## config.mk

```make
export PLATFORM = sky130hd
export DESIGN_NAME = alu_seq
export DESIGN_NICKNAME = d
export VERILOG_FILES = /design/src/rtl/alu_pkg.sv /design/src/rtl/alu_shift_unit.sv /design/src/rtl/alu_seq.sv
export SDC_FILE = /design/constraint.sdc
export NUM_CORES = 1
export LEC_CHECK = 0
export BUFFER_PORTS_ARGS = -buffer_cell sky130_fd_sc_hd__buf_2
export CAP_MARGIN = 15
export CORE_UTILIZATION = 53
export CTS_CLUSTER_SIZE = 12
export DETAILED_ROUTE_END_ITERATION = 8
export GPL_TIMING_DRIVEN = 0
export PLACE_DENSITY = 0.87
export SLEW_MARGIN = 30
export SYNTH_ARGS = -nofsm -noshare
export SYNTH_HDL_FRONTEND = slang
export SYNTH_HIERARCHICAL = 1
export SYNTH_SLANG_ARGS = --single-unit
```

## constraint.sdc

```tcl
create_clock -name clk -period 2.3 [get_ports clk]
set_input_delay 0.345 -clock clk [delete_from_list [all_inputs] [get_ports clk]]
set_output_delay 0.345 -clock clk [all_outputs]
set_load 0.1 [all_outputs]
```

## src/rtl/alu_pkg.sv

```systemverilog
// Shared types for the sequential ALU: opcodes, FSM states, flag bundle, shift kinds.
package alu_pkg;

  typedef enum logic [3:0] {
    OpAdd   = 4'd0,
    OpSub   = 4'd1,
    OpAnd   = 4'd2,
    OpOr    = 4'd3,
    OpXor   = 4'd4,
    OpNot   = 4'd5,
    OpShl   = 4'd6,
    OpShr   = 4'd7,
    OpSra   = 4'd8,
    OpRol   = 4'd9,
    OpAdc   = 4'd10,
    OpCmp   = 4'd11,
    OpRes12 = 4'd12,
    OpRes13 = 4'd13,
    OpRes14 = 4'd14,
    OpRes15 = 4'd15
  } op_e;

  typedef enum logic [1:0] {
    StIdle = 2'd0,
    StExec = 2'd1,
    StDone = 2'd2
  } state_e;

  typedef struct packed {
    logic carry;
    logic zero;
    logic neg;
    logic ovf;
  } flags_t;

  typedef enum logic [1:0] {
    ShShl = 2'd0,
    ShShr = 2'd1,
    ShSra = 2'd2,
    ShRol = 2'd3
  } shift_e;

  function automatic logic is_shift(input logic [3:0] op);
    return (op == OpShl) || (op == OpShr) || (op == OpSra) || (op == OpRol);
  endfunction

  // Only meaningful when is_shift(op) holds; other opcodes map to SHL harmlessly.
  function automatic shift_e op_to_shift(input logic [3:0] op);
    shift_e k;
    case (op)
      OpShr:   k = ShShr;
      OpSra:   k = ShSra;
      OpRol:   k = ShRol;
      default: k = ShShl;
    endcase
    return k;
  endfunction

endpackage

```

## src/rtl/alu_shift_unit.sv

```systemverilog
// One-bit-per-step shifter/rotator. Holds the working value between steps and
// exposes the value after the next step plus the bit that step pushes out.
module alu_shift_unit
  import alu_pkg::*;
#(
  parameter int unsigned WIDTH = 5
) (
  input  logic             clk,
  input  logic             rst_n,
  input  logic             load,
  input  logic [WIDTH-1:0] load_val,
  input  shift_e           load_kind,
  input  logic             step,
  output logic [WIDTH-1:0] next_value,
  output logic             out_bit
);

  logic [WIDTH-1:0] work_q;
  shift_e           kind_q;

  // Value and ejected bit for one step of the latched operation.
  always_comb begin
    next_value = work_q;
    out_bit    = 1'b0;
    unique case (kind_q)
      ShShl: begin
        next_value = {work_q[WIDTH-2:0], 1'b0};
        out_bit    = work_q[WIDTH-1];
      end
      ShShr: begin
        next_value = {1'b0, work_q[WIDTH-1:1]};
        out_bit    = work_q[0];
      end
      ShSra: begin
        next_value = {work_q[WIDTH-1], work_q[WIDTH-1:1]};
        out_bit    = work_q[0];
      end
      ShRol: begin
        next_value = {work_q[WIDTH-2:0], work_q[WIDTH-1]};
        out_bit    = work_q[WIDTH-1];
      end
      default: begin
        next_value = work_q;
        out_bit    = 1'b0;
      end
    endcase
  end

  // Working register: load on accept, advance one bit per step.
  always_ff @(posedge clk or negedge rst_n) begin
    if (!rst_n) begin
      work_q <= '0;
      kind_q <= ShShl;
    end else if (load) begin
      work_q <= load_val;
      kind_q <= load_kind;
    end else if (step) begin
      work_q <= next_value;
    end
  end

endmodule

```

## src/rtl/alu_seq.sv

```systemverilog
// Multi-cycle ALU with valid/ready handshakes on both sides, a persistent flag
// register for ADC chaining and a bit-serial shift/rotate path.
// Optional build macro ALU_SAT_EN: ADD/ADC clamp to all-ones on carry-out and
// SUB clamps to zero on borrow; carry/ovf still report the unclamped condition.
module alu_seq
  import alu_pkg::*;
#(
  parameter int unsigned WIDTH = 5
) (
  input  logic             clk,
  input  logic             rst_n,
  input  logic             in_valid,
  output logic             in_ready,
  input  logic [WIDTH-1:0] a,
  input  logic [WIDTH-1:0] b,
  input  logic [3:0]       op,
  output logic             out_valid,
  input  logic             out_ready,
  output logic [WIDTH-1:0] result,
  output logic             carry,
  output logic             zero,
  output logic             neg,
  output logic             ovf
);

  localparam int unsigned SHW = $clog2(WIDTH);

  localparam logic [1:0] IDLE = StIdle;
  localparam logic [1:0] EXEC = StExec;
  localparam logic [1:0] DONE = StDone;

  logic [1:0]       state_q, state_d;
  logic [SHW-1:0]   cnt_q, cnt_d;
  logic [WIDTH-1:0] result_q, result_d;
  flags_t           flags_q, flags_d;

  logic [SHW-1:0]   n;
  logic             shift_op;
  logic             cin;
  logic [WIDTH:0]   sum, diff;
  logic             add_ovf, sub_ovf;
  logic [WIDTH-1:0] alu_res;
  flags_t           alu_flags;

  logic             sh_load, sh_step, sh_out;
  logic [WIDTH-1:0] sh_next;

  assign n        = b[SHW-1:0];
  assign shift_op = is_shift(op);
  assign cin      = (op == OpAdc) ? flags_q.carry : 1'b0;
  assign sum      = {1'b0, a} + {1'b0, b} + {{WIDTH{1'b0}}, cin};
  // Top bit of the extended difference is the unsigned borrow.
  assign diff     = {1'b0, a} - {1'b0, b};
  assign add_ovf  = (a[WIDTH-1] == b[WIDTH-1]) && (sum[WIDTH-1] != a[WIDTH-1]);
  assign sub_ovf  = (a[WIDTH-1] != b[WIDTH-1]) && (diff[WIDTH-1] != a[WIDTH-1]);

  // Single-cycle result and flags; shifts here only cover the n == 0 case.
  always_comb begin
    alu_res   = '0;
    alu_flags = '0;
    case (op)
      OpAdd, OpAdc: begin
        alu_res         = sum[WIDTH-1:0];
        alu_flags.carry = sum[WIDTH];
        alu_flags.ovf   = add_ovf;
`ifdef ALU_SAT_EN
        if (sum[WIDTH]) alu_res = '1;
`endif
      end
      OpSub: begin
        alu_res         = diff[WIDTH-1:0];
        alu_flags.carry = diff[WIDTH];
        alu_flags.ovf   = sub_ovf;
`ifdef ALU_SAT_EN
        if (diff[WIDTH]) alu_res = '0;
`endif
      end
      OpAnd: alu_res = a & b;
      OpOr:  alu_res = a | b;
      OpXor: alu_res = a ^ b;
      OpNot: alu_res = ~a;
      OpShl, OpShr, OpSra, OpRol: alu_res = a;
      OpCmp: begin
        alu_res         = a;
        alu_flags.carry = diff[WIDTH];
        alu_flags.ovf   = sub_ovf;
      end
      default: alu_res = '0;
    endcase
    alu_flags.zero = (alu_res == '0);
    alu_flags.neg  = alu_res[WIDTH-1];
    if (op == OpCmp) begin
      alu_flags.zero = (a == b);
      alu_flags.neg  = diff[WIDTH-1];
    end
  end

  alu_shift_unit #(
    .WIDTH(WIDTH)
  ) u_shift (
    .clk       (clk),
    .rst_n     (rst_n),
    .load      (sh_load),
    .load_val  (a),
    .load_kind (op_to_shift(op)),
    .step      (sh_step),
    .next_value(sh_next),
    .out_bit   (sh_out)
  );

  // FSM next state, counter and result/flag write-back.
  always_comb begin
    state_d  = state_q;
    cnt_d    = cnt_q;
    result_d = result_q;
    flags_d  = flags_q;
    sh_load  = 1'b0;
    sh_step  = 1'b0;
    case (state_q)
      IDLE: begin
        if (in_valid) begin
          if (shift_op && (n != '0)) begin
            state_d = EXEC;
            cnt_d   = n;
            sh_load = 1'b1;
          end else begin
            state_d  = DONE;
            result_d = alu_res;
            flags_d  = alu_flags;
          end
        end
      end
      EXEC: begin
        sh_step = 1'b1;
        cnt_d   = cnt_q - 1'b1;
        if (cnt_q == SHW'(1)) begin
          state_d       = DONE;
          result_d      = sh_next;
          flags_d.carry = sh_out;
          flags_d.zero  = (sh_next == '0);
          flags_d.neg   = sh_next[WIDTH-1];
          flags_d.ovf   = 1'b0;
        end
      end
      DONE: begin
        if (out_ready) state_d = IDLE;
      end
      default: state_d = IDLE;
    endcase
  end

  // State, counter, result and flag registers.
  always_ff @(posedge clk or negedge rst_n) begin
    if (!rst_n) begin
      state_q  <= IDLE;
      cnt_q    <= '0;
      result_q <= '0;
      flags_q  <= '0;
    end else begin
      state_q  <= state_d;
      cnt_q    <= cnt_d;
      result_q <= result_d;
      flags_q  <= flags_d;
    end
  end

  assign in_ready  = (state_q == IDLE);
  assign out_valid = (state_q == DONE);
  assign result    = result_q;
  assign carry     = flags_q.carry;
  assign zero      = flags_q.zero;
  assign neg       = flags_q.neg;
  assign ovf       = flags_q.ovf;

endmodule

```

==> summary.md, run 1 <==
| Metric | Value |
|---|---|
| Gate Count Post-Synth | `272` |
| Number of buffers on the longest clock path | `2` |
| Critical setup path kind | `reg -> reg` |
| Chip height | `67.8 microns` |
| Port bufs | `27` |
| Reg-to-reg setup timing slack | `-180 ps` |
| Antenna Cells | `0` |
| Remaining antenna violation count after routing | `0` |
| Total Routing Usage GR | `28.4%` |
| Hold Path Class | `in -> async` |
| Remaining DRCs | `0` |
| Wire length of the first global-routing pass | `9.78 mm` |
| Part of the total power dissipated in the clock network | `8.8%` |
| Overflow left after global routing | `0` |
| Synthesized Nets | `314` |
| Failing checks | `negative setup slack` |
| Capture point of the worst reg-to-reg path | `neg` |
| Flop and latch count out of synthesis | `21` |
| Fmax | `0.404 GHz` |
| Final setup vio count | `6` |
| Count of warnings emitted by yosys | `6` |
| Area taken by flip-flops and latches | `529 sq um` |
| Worst setup skew after layout | `9.04 ps` |
| Total power consumption of the routed design | `2770 uW` |
| Measured slew at the worst slew-check pin | `486 ps` |
| Die outline area | `4590 sq um` |
| Horizontal die dimension | `67.8 microns` |
| Hold Vio Cnt, Final | `0` |
| Routability congestion estimate from global placement | `1.04` |
| Source of the worst register-to-register timing path | `carry` |
| Level count of the clock H-tree | `1` |
| Maximum number of pins on one net before global-route repair | `22` |
| Clock buffers created by TritonCTS | `3` |
| Min Clock Period, post-route | `2480 ps` |
| Clock transition at the registers of the reported paths | `80 ps` |
| Worst Setup Start Kind | `flop` |
| Routed wire length | `6.14 mm` |
| TritonCTS clock tree | `yes` |
| Switching power | `1530 uW` |
| Number of primary I/O pins | `29` |
| Vias in the first global route | `2090` |
| Simple-Gate Fraction of Synth Area | `21.3%` |
| Leakage | `0.00131 uW` |
| Number of sinks handled by clock tree synthesis | `21` |
| Synthesized area | `2290 sq um` |
| Mean instance size in the synthesized netlist | `8.43 sq um` |
| Setup repair after global routing missed its margin | `true` |
| Count of unique library cells instantiated by Yosys | `69` |
| Fraction of power consumed by sequential logic | `23.8%` |
| Slew margin rel. | `67.6%` |
| Fraction of power consumed by combinational cells | `67.4%` |
| Final period utilization | `108%` |
| Area growth from synthesis to final layout | `16.2%` |
| Maximum fanout along the worst path | `4` |
| First-pass DRT Iterations | `5` |
| Fraction of registers with async set or reset after synthesis | `100%` |
| Clock Root Buffer | `sky130_fd_sc_hd__clkbuf_8` |
| Depth of the worst register-to-register path | `9` |
| Detailed placer's ending HPWL | `4.55 mm` |
| # rows | `23` |
| Wirelength per Cell | `17.3 microns` |
| Internal power | `1240 uW` |
| Number of antenna violations at the first check in global routing | `0` |
| Setup Total Neg Slack | `-751 ps` |
| Detailed-route vias per instance | `6.39` |
| Synthesized-area fraction occupied by xor and xnor cells | `2.29%` |
| Worst path arrival time | `2620 ps` |
| Fill cell instance count of the final layout | `341` |
| Endpoint class of the critical path | `flop` |
| Setup WS post-layout | `-177 ps` |
| Sequential area share after synthesis | `22.9%` |
| Main synth FF type | `sky130_fd_sc_hd__dfrtp_1` |
| Max capacitance violation total | `0` |
| Via total after detailed routing | `2274` |
| Number of max-slew violations in the final report | `0` |
| Data required time of the worst path | `2450 ps` |
| Area used by multi-input combinational logic | `1670 sq um` |
| Portion of netlist area occupied by mux cells | `3.76%` |
| Highest ir drop seen on vdd | `0.921 mV` |
| Starting Density | `56.1%` |
| Combinational family with the most area after synthesis | `compound AO/OA/AOI/OAI gates` |
| Number of design-rule violations left by the first detailed-router iteration | `136` |
| Skew-Pair Late Insertion Delay | `260 ps` |
| Layout net count | `349` |
| Result of the run | `finished with violations` |
| Proportion of total power due to net switching | `55.3%` |
| Pwr Density | `1040 nW/um^2` |
| Post-synth EDFFs | `0` |
| Compound-Gate Fraction of Synth Area | `27.4%` |
| Adder-cell share of the synthesized area | `14.1%` |
| Fraction of layout cells with a size suffix above 1 | `26.8%` |
| Core Area | `4090 sq um` |
worst max path at each step:
stage,end,depth (start not counted),startpoint
final,neg,9,carry
after global routing,neg,9,carry
after CTS,result[4],9,carry
after detailed placement,neg,13,op[3]
after global placement,result[1],12,op[3]
after floorplan,neg,9,carry
power by group through the flow:
stage / Combinational, uW / Clock [uW] / Sequential [uW]
floorplan: 974 / 0 / 1090
global placement: 1700 / 0 / 658
detailed placement: 1750 / 0 / 669
CTS: 1820 / 249 / 656
global route: 1990 / 265 / 679
finish: 1870 / 244 / 657
critical path: stages (launching register included):
cell                        delay (ps)
sky130_fd_sc_hd__dfrtp_4           470
sky130_fd_sc_hd__and3_4            180
sky130_fd_sc_hd__fa_2              360
sky130_fd_sc_hd__fa_2              350
sky130_fd_sc_hd__a21o_1            200
sky130_fd_sc_hd__a21oi_4           180
sky130_fd_sc_hd__or3_1             130
sky130_fd_sc_hd__o2111a_2          240
sky130_fd_sc_hd__nand3b_1          120
sky130_fd_sc_hd__o2bb2ai_2         140
cell usage after synthesis, drive strengths merged, types with 2 or more instances:
cell type  instances  area (sq um)
o21ai             18          90.1
inv               24          90.1
nor3               4          20.0
or3b               3          28.8
nand3b             4          30.0
dfrtp             21           526
nand3              5          25.0
buf               13          91.3
a32oi              2          25.0
mux2i              6          60.1
a31oi              3          18.8
nand4              2          12.5
a21o               9          67.6
a221oi             2          17.5
ha                21           263
nor2              18          70.1
a21oi             16          83.8
nand2b            12          75.1
nor2b              4          25.0
a22oi              2          15.0
a211oi             8          60.1
fa                 3          60.1
nor4bb             2          26.3
o21bai             4          30.0
and3               5          31.3
o22ai              3          18.8
mux2               2          26.3
nor3b              2          15.0
a22o               3          26.3
nand2             20          77.6
xnor2              6          52.6
a2bb2oi            2          23.8
repair_timing:
| item | in CTS | in global routing |
|---|---|---|
| setup endpoints to repair | 7 | 8 |
| resized for setup | 7 | 8 |
| hold endpoints to repair | 0 | 0 |
| buffers inserted | 4 | 0 |
| pin swaps | 4 | 3 |
| hold buffers | 0 | 0 |
registers in the layout, summed over array words and instances, names as in the netlist:
| name | cells |
|---|---|
| result | 5 |
| u_shift/work_q | 5 |
| cnt_q | 3 |
| state_q | 2 |
| u_shift/kind_q | 2 |
| carry | 1 |
| neg | 1 |
| ovf | 1 |
| zero | 1 |
metrics by stage:
stage               setup WS (ps)  std cells  hold WS [ps]  utilization [%]  cell area (sq um)
finish                       -177        356          31.6             65.2               2670
global placement             -588        349           326             61.6               2520
floorplan                    -240        272          49.4                -               2320
CTS                          -158        356          40.0             64.2               2620
detailed placement           -576        349           330             61.6               2520
global route                 -229        356          61.7             65.2               2670
cell families (layout without fill, tap and decap cells):
logic type	after synthesis	after routing
compound gates	87	87
xor+xnor	6	6
fa+ha+maj	24	24
buf+inv	39	73
flops	21	21
mux	8	8
simple gates	87	87
area by class of cell:
cell class,count,share of cell area [%]
well taps,50,2.35
plain buffers,13,3.43
flip-flops and latches,21,19.9
clock inverters,1,0.188
inverters,25,3.62
clock buffers,3,1.55
repair buffers,31,6.29
multi-input cells,212,62.7
per-layer routing:
layer	share of wire [%]	track usage [%]	up-vias
li1	-	-	1046
met1	40	37.7	1054
met2	47	46.3	138
met3	9.1	5.07	36
met4	4.1	9.38	0
met5	0	0	-
placed cells by master, fill, tap and decap left out, types with 7 or more instances in the layout:
| cell | n |
|---|---|
| sky130_fd_sc_hd__a21o_1 | 9 |
| sky130_fd_sc_hd__a21oi_1 | 14 |
| sky130_fd_sc_hd__buf_2 | 32 |
| sky130_fd_sc_hd__buf_4 | 7 |
| sky130_fd_sc_hd__dfrtp_1 | 20 |
| sky130_fd_sc_hd__ha_1 | 19 |
| sky130_fd_sc_hd__inv_1 | 21 |
| sky130_fd_sc_hd__nand2_1 | 19 |
| sky130_fd_sc_hd__nand2b_1 | 12 |
| sky130_fd_sc_hd__nor2_1 | 15 |
| sky130_fd_sc_hd__o21ai_0 | 13 |
Note: power is estimated with default switching activity, not from simulation.
==> run 2: changes to the inputs <==
--- a/config.mk
+++ b/config.mk
@@ -7,11 +7,13 @@
 export LEC_CHECK = 0
 export BUFFER_PORTS_ARGS = -buffer_cell sky130_fd_sc_hd__buf_2
 export CAP_MARGIN = 15
+export CORE_MARGIN = 5
 export CORE_UTILIZATION = 53
 export CTS_CLUSTER_SIZE = 12
 export DETAILED_ROUTE_END_ITERATION = 8
 export GPL_TIMING_DRIVEN = 0
 export PLACE_DENSITY = 0.87
+export SKIP_LAST_GASP = 1
 export SLEW_MARGIN = 30
 export SYNTH_ARGS = -nofsm -noshare
 export SYNTH_HDL_FRONTEND = slang
==> summary.md, run 2 (same netlist as run 1, synthesis figures left out) <==
| Metric | Value |
|---|---|
| Vias in the first global route | `2027 (-3.0%)` |
| Overflow left after global routing | `0 (unchanged)` |
| Measured slew at the worst slew-check pin | `508 ps (+22.3 ps)` |
| Wirelength per Cell | `17.0 microns (-1.2%)` |
| Total power consumption of the routed design | `2760 uW (-0.11%)` |
| Min Clock Period, post-route | `2500 ps (+19.6 ps)` |
| Worst slack after detailed placement | `-628 ps (-52.2 ps)` |
| Hold Vio Cnt, Final | `0 (unchanged)` |
| Chip height | `75.8 microns (+12%)` |
| Hold Path Class | `in -> async` |
| Clock transition at the registers of the reported paths | `80 ps (about the same)` |
| Starting Density | `53.8% (-2.3 points)` |
| Clock Root Buffer | `sky130_fd_sc_hd__clkbuf_8` |
| Remaining DRCs | `0 (unchanged)` |
| Clock buffers created by TritonCTS | `3 (unchanged)` |
| Horizontal die dimension | `75.8 microns (+12%)` |
| Number of design-rule violations left by the first detailed-router iteration | `224 (+65%)` |
| Number of sinks handled by clock tree synthesis | `21 (unchanged)` |
| Fill cell instance count of the final layout | `360 (+5.6%)` |
| Reg-to-reg setup timing slack | `-200 ps (-20 ps)` |
| Endpoint class of the critical path | `flop` |
| Detailed-route vias per instance | `6.19 (-3.0%)` |
| Number of antenna violations at the first check in global routing | `0 (unchanged)` |
| First-pass DRT Iterations | `5 (unchanged)` |
| Commonest cells after routing, fill and taps aside | `sky130_fd_sc_hd__buf_2, sky130_fd_sc_hd__inv_1, sky130_fd_sc_hd__ha_1, sky130_fd_sc_hd__dfrtp_1, sky130_fd_sc_hd__nand2_1` |
| Final period utilization | `109% (+0.85 points)` |
| Failing checks | `negative setup slack` |
| Fmax | `0.401 GHz (-0.79%)` |
| Final standard cell utilization of the core | `62.5% (-2.7 points)` |
| Post-route non-filler standard cell count | `359 (+0.84%)` |
| Slew margin rel. | `66.1% (-1.5 points)` |
| Level count of the clock H-tree | `1 (unchanged)` |
| # rows | `24 (+4.3%)` |
| Number of max-slew violations in the final report | `0 (unchanged)` |
| Number of placed cells counting well taps | `351 (+0.57%)` |
| Detailed placer's ending HPWL | `4.63 mm (+1.8%)` |
| Core Area | `4260 sq um (+4.3%)` |
| Area growth from synthesis to final layout | `16.2% (unchanged)` |
| Via total after detailed routing | `2224 (-2.2%)` |
| Worst setup skew after layout | `3.71 ps (-5.33 ps)` |
| Result of the run | `finished with violations` |
| Setup repair after global routing missed its margin | `true` |
| Leakage | `0.00132 uW (+0.64%)` |
| Leading cell type in the layout, fill and taps excluded | `sky130_fd_sc_hd__buf_2` |
| Pwr Density | `1040 nW/um^2 (-0.11%)` |
| Die outline area | `5740 sq um (+25%)` |
| Routed wire length | `6.12 mm (-0.39%)` |
| Setup WS post-layout | `-197 ps (-19.6 ps)` |
| Max capacitance violation total | `0 (unchanged)` |
| Number of primary I/O pins | `29 (unchanged)` |
| Total Routing Usage GR | `22.2% (-6.2 points)` |
| Wire length of the first global-routing pass | `9.83 mm (+0.42%)` |
| Layout net count | `350 (+0.29%)` |
| Antenna Cells | `0 (unchanged)` |
| Maximum fanout along the worst path | `2 (-2)` |
| Maximum number of pins on one net before global-route repair | `22 (unchanged)` |
| Worst path arrival time | `2660 ps (+40 ps)` |
| Final-layout worst hold slack | `37.2 ps (+5.66 ps)` |
| Critical setup path kind | `reg -> reg` |
| Number of buffers on the longest clock path | `2 (unchanged)` |
| Remaining antenna violation count after routing | `0 (unchanged)` |
| Data required time of the worst path | `2460 ps (about the same)` |
| TritonCTS clock tree | `yes` |
| Final setup vio count | `6 (unchanged)` |
| Port bufs | `27 (unchanged)` |
| Routability congestion estimate from global placement | `0.965 (-7.2%)` |
| Fraction of layout cells with a size suffix above 1 | `26.7% (-0.087 points)` |
| Worst Setup Start Kind | `flop` |
| Skew-Pair Late Insertion Delay | `260 ps (about the same)` |
| Highest ir drop seen on vdd | `0.765 mV (-17%)` |
==> run 2: path summary, 6_finish.rpt <==
kind	start	end	cells past startpoint
max reg2reg	carry	result[2]	11
max in group asynchronous	rst_n	carry	1
min reg2reg	result[2]	result[2]	1
min	rst_n	u_shift/work_q[2]	1
max	carry	result[2]	11
min in group clk	out_ready	state_q[1]	2
==> run 2: final cells by class <==
| class | count | area (sq um) | share of cell area (%) |
|---|---|---|---|
| repair buffers | 32 | 175 | 6.57 |
| plain buffers | 13 | 91.3 | 3.43 |
| clock buffers | 3 | 41.3 | 1.55 |
| well taps | 52 | 65.1 | 2.44 |
| clock inverters | 1 | 5.00 | 0.188 |
| inverters | 25 | 96.3 | 3.62 |
| flip-flops and latches | 21 | 529 | 19.9 |
| multi-input cells | 212 | 1660 | 62.3 |
==> run 2: per-layer routing <==
| metal | wire [microns] | GRT usage [%] | share of wire, % | vias up |
|---|---|---|---|---|
| li1 | - | - | - | 1057 |
| met1 | 2610 | 31.0 | 43 | 1059 |
| met2 | 2950 | 36.6 | 48 | 100 |
| met3 | 471 | 3.56 | 7.7 | 8 |
| met4 | 89 | 4.08 | 1.5 | 0 |
| met5 | 0 | 0 | 0 | - |
==> run 2: critical path, stage by stage (launching register included) <==
cell and delay, ps:
sky130_fd_sc_hd__dfrtp_4 480, sky130_fd_sc_hd__and3_4 170, sky130_fd_sc_hd__fa_2 360, sky130_fd_sc_hd__fa_2 370, sky130_fd_sc_hd__buf_4 140, sky130_fd_sc_hd__buf_4 130, sky130_fd_sc_hd__xnor2_2 110, sky130_fd_sc_hd__nor2_1 70
sky130_fd_sc_hd__a211oi_2 190, sky130_fd_sc_hd__buf_4 160, sky130_fd_sc_hd__a211oi_2 60, sky130_fd_sc_hd__a21o_1 170
==> run 2: per-stage QoR <==
step | setup TNS (ps) | instance area (sq um)
6_report | -999 | 2670
3_5_place_dp | -3910 | 2520
4_1_cts | -725 | 2620
5_1_grt | -1470 | 2670
3_3_place_gp | -4050 | 2520
2_1_floorplan | -912 | 2320
==> run 2: where the power goes <==
| part | total, uW | leakage, uW | switching, uW | internal (uW) |
|---|---|---|---|---|
| registers | 661 | 0.000264 | 128 | 533 |
| logic | 1850 | 0.00103 | 1270 | 580 |
| clock network | 252 | 0.0000255 | 131 | 121 |
| total | 2760 | 0.00132 | 1530 | 1230 |
==> run 2: what timing repair did <==
action	CTS	global route
hold buffers	0	0
setup buffers	3	2
endpoints found under the setup margin	7	8
resized for setup	6	8
pin swaps	1	2
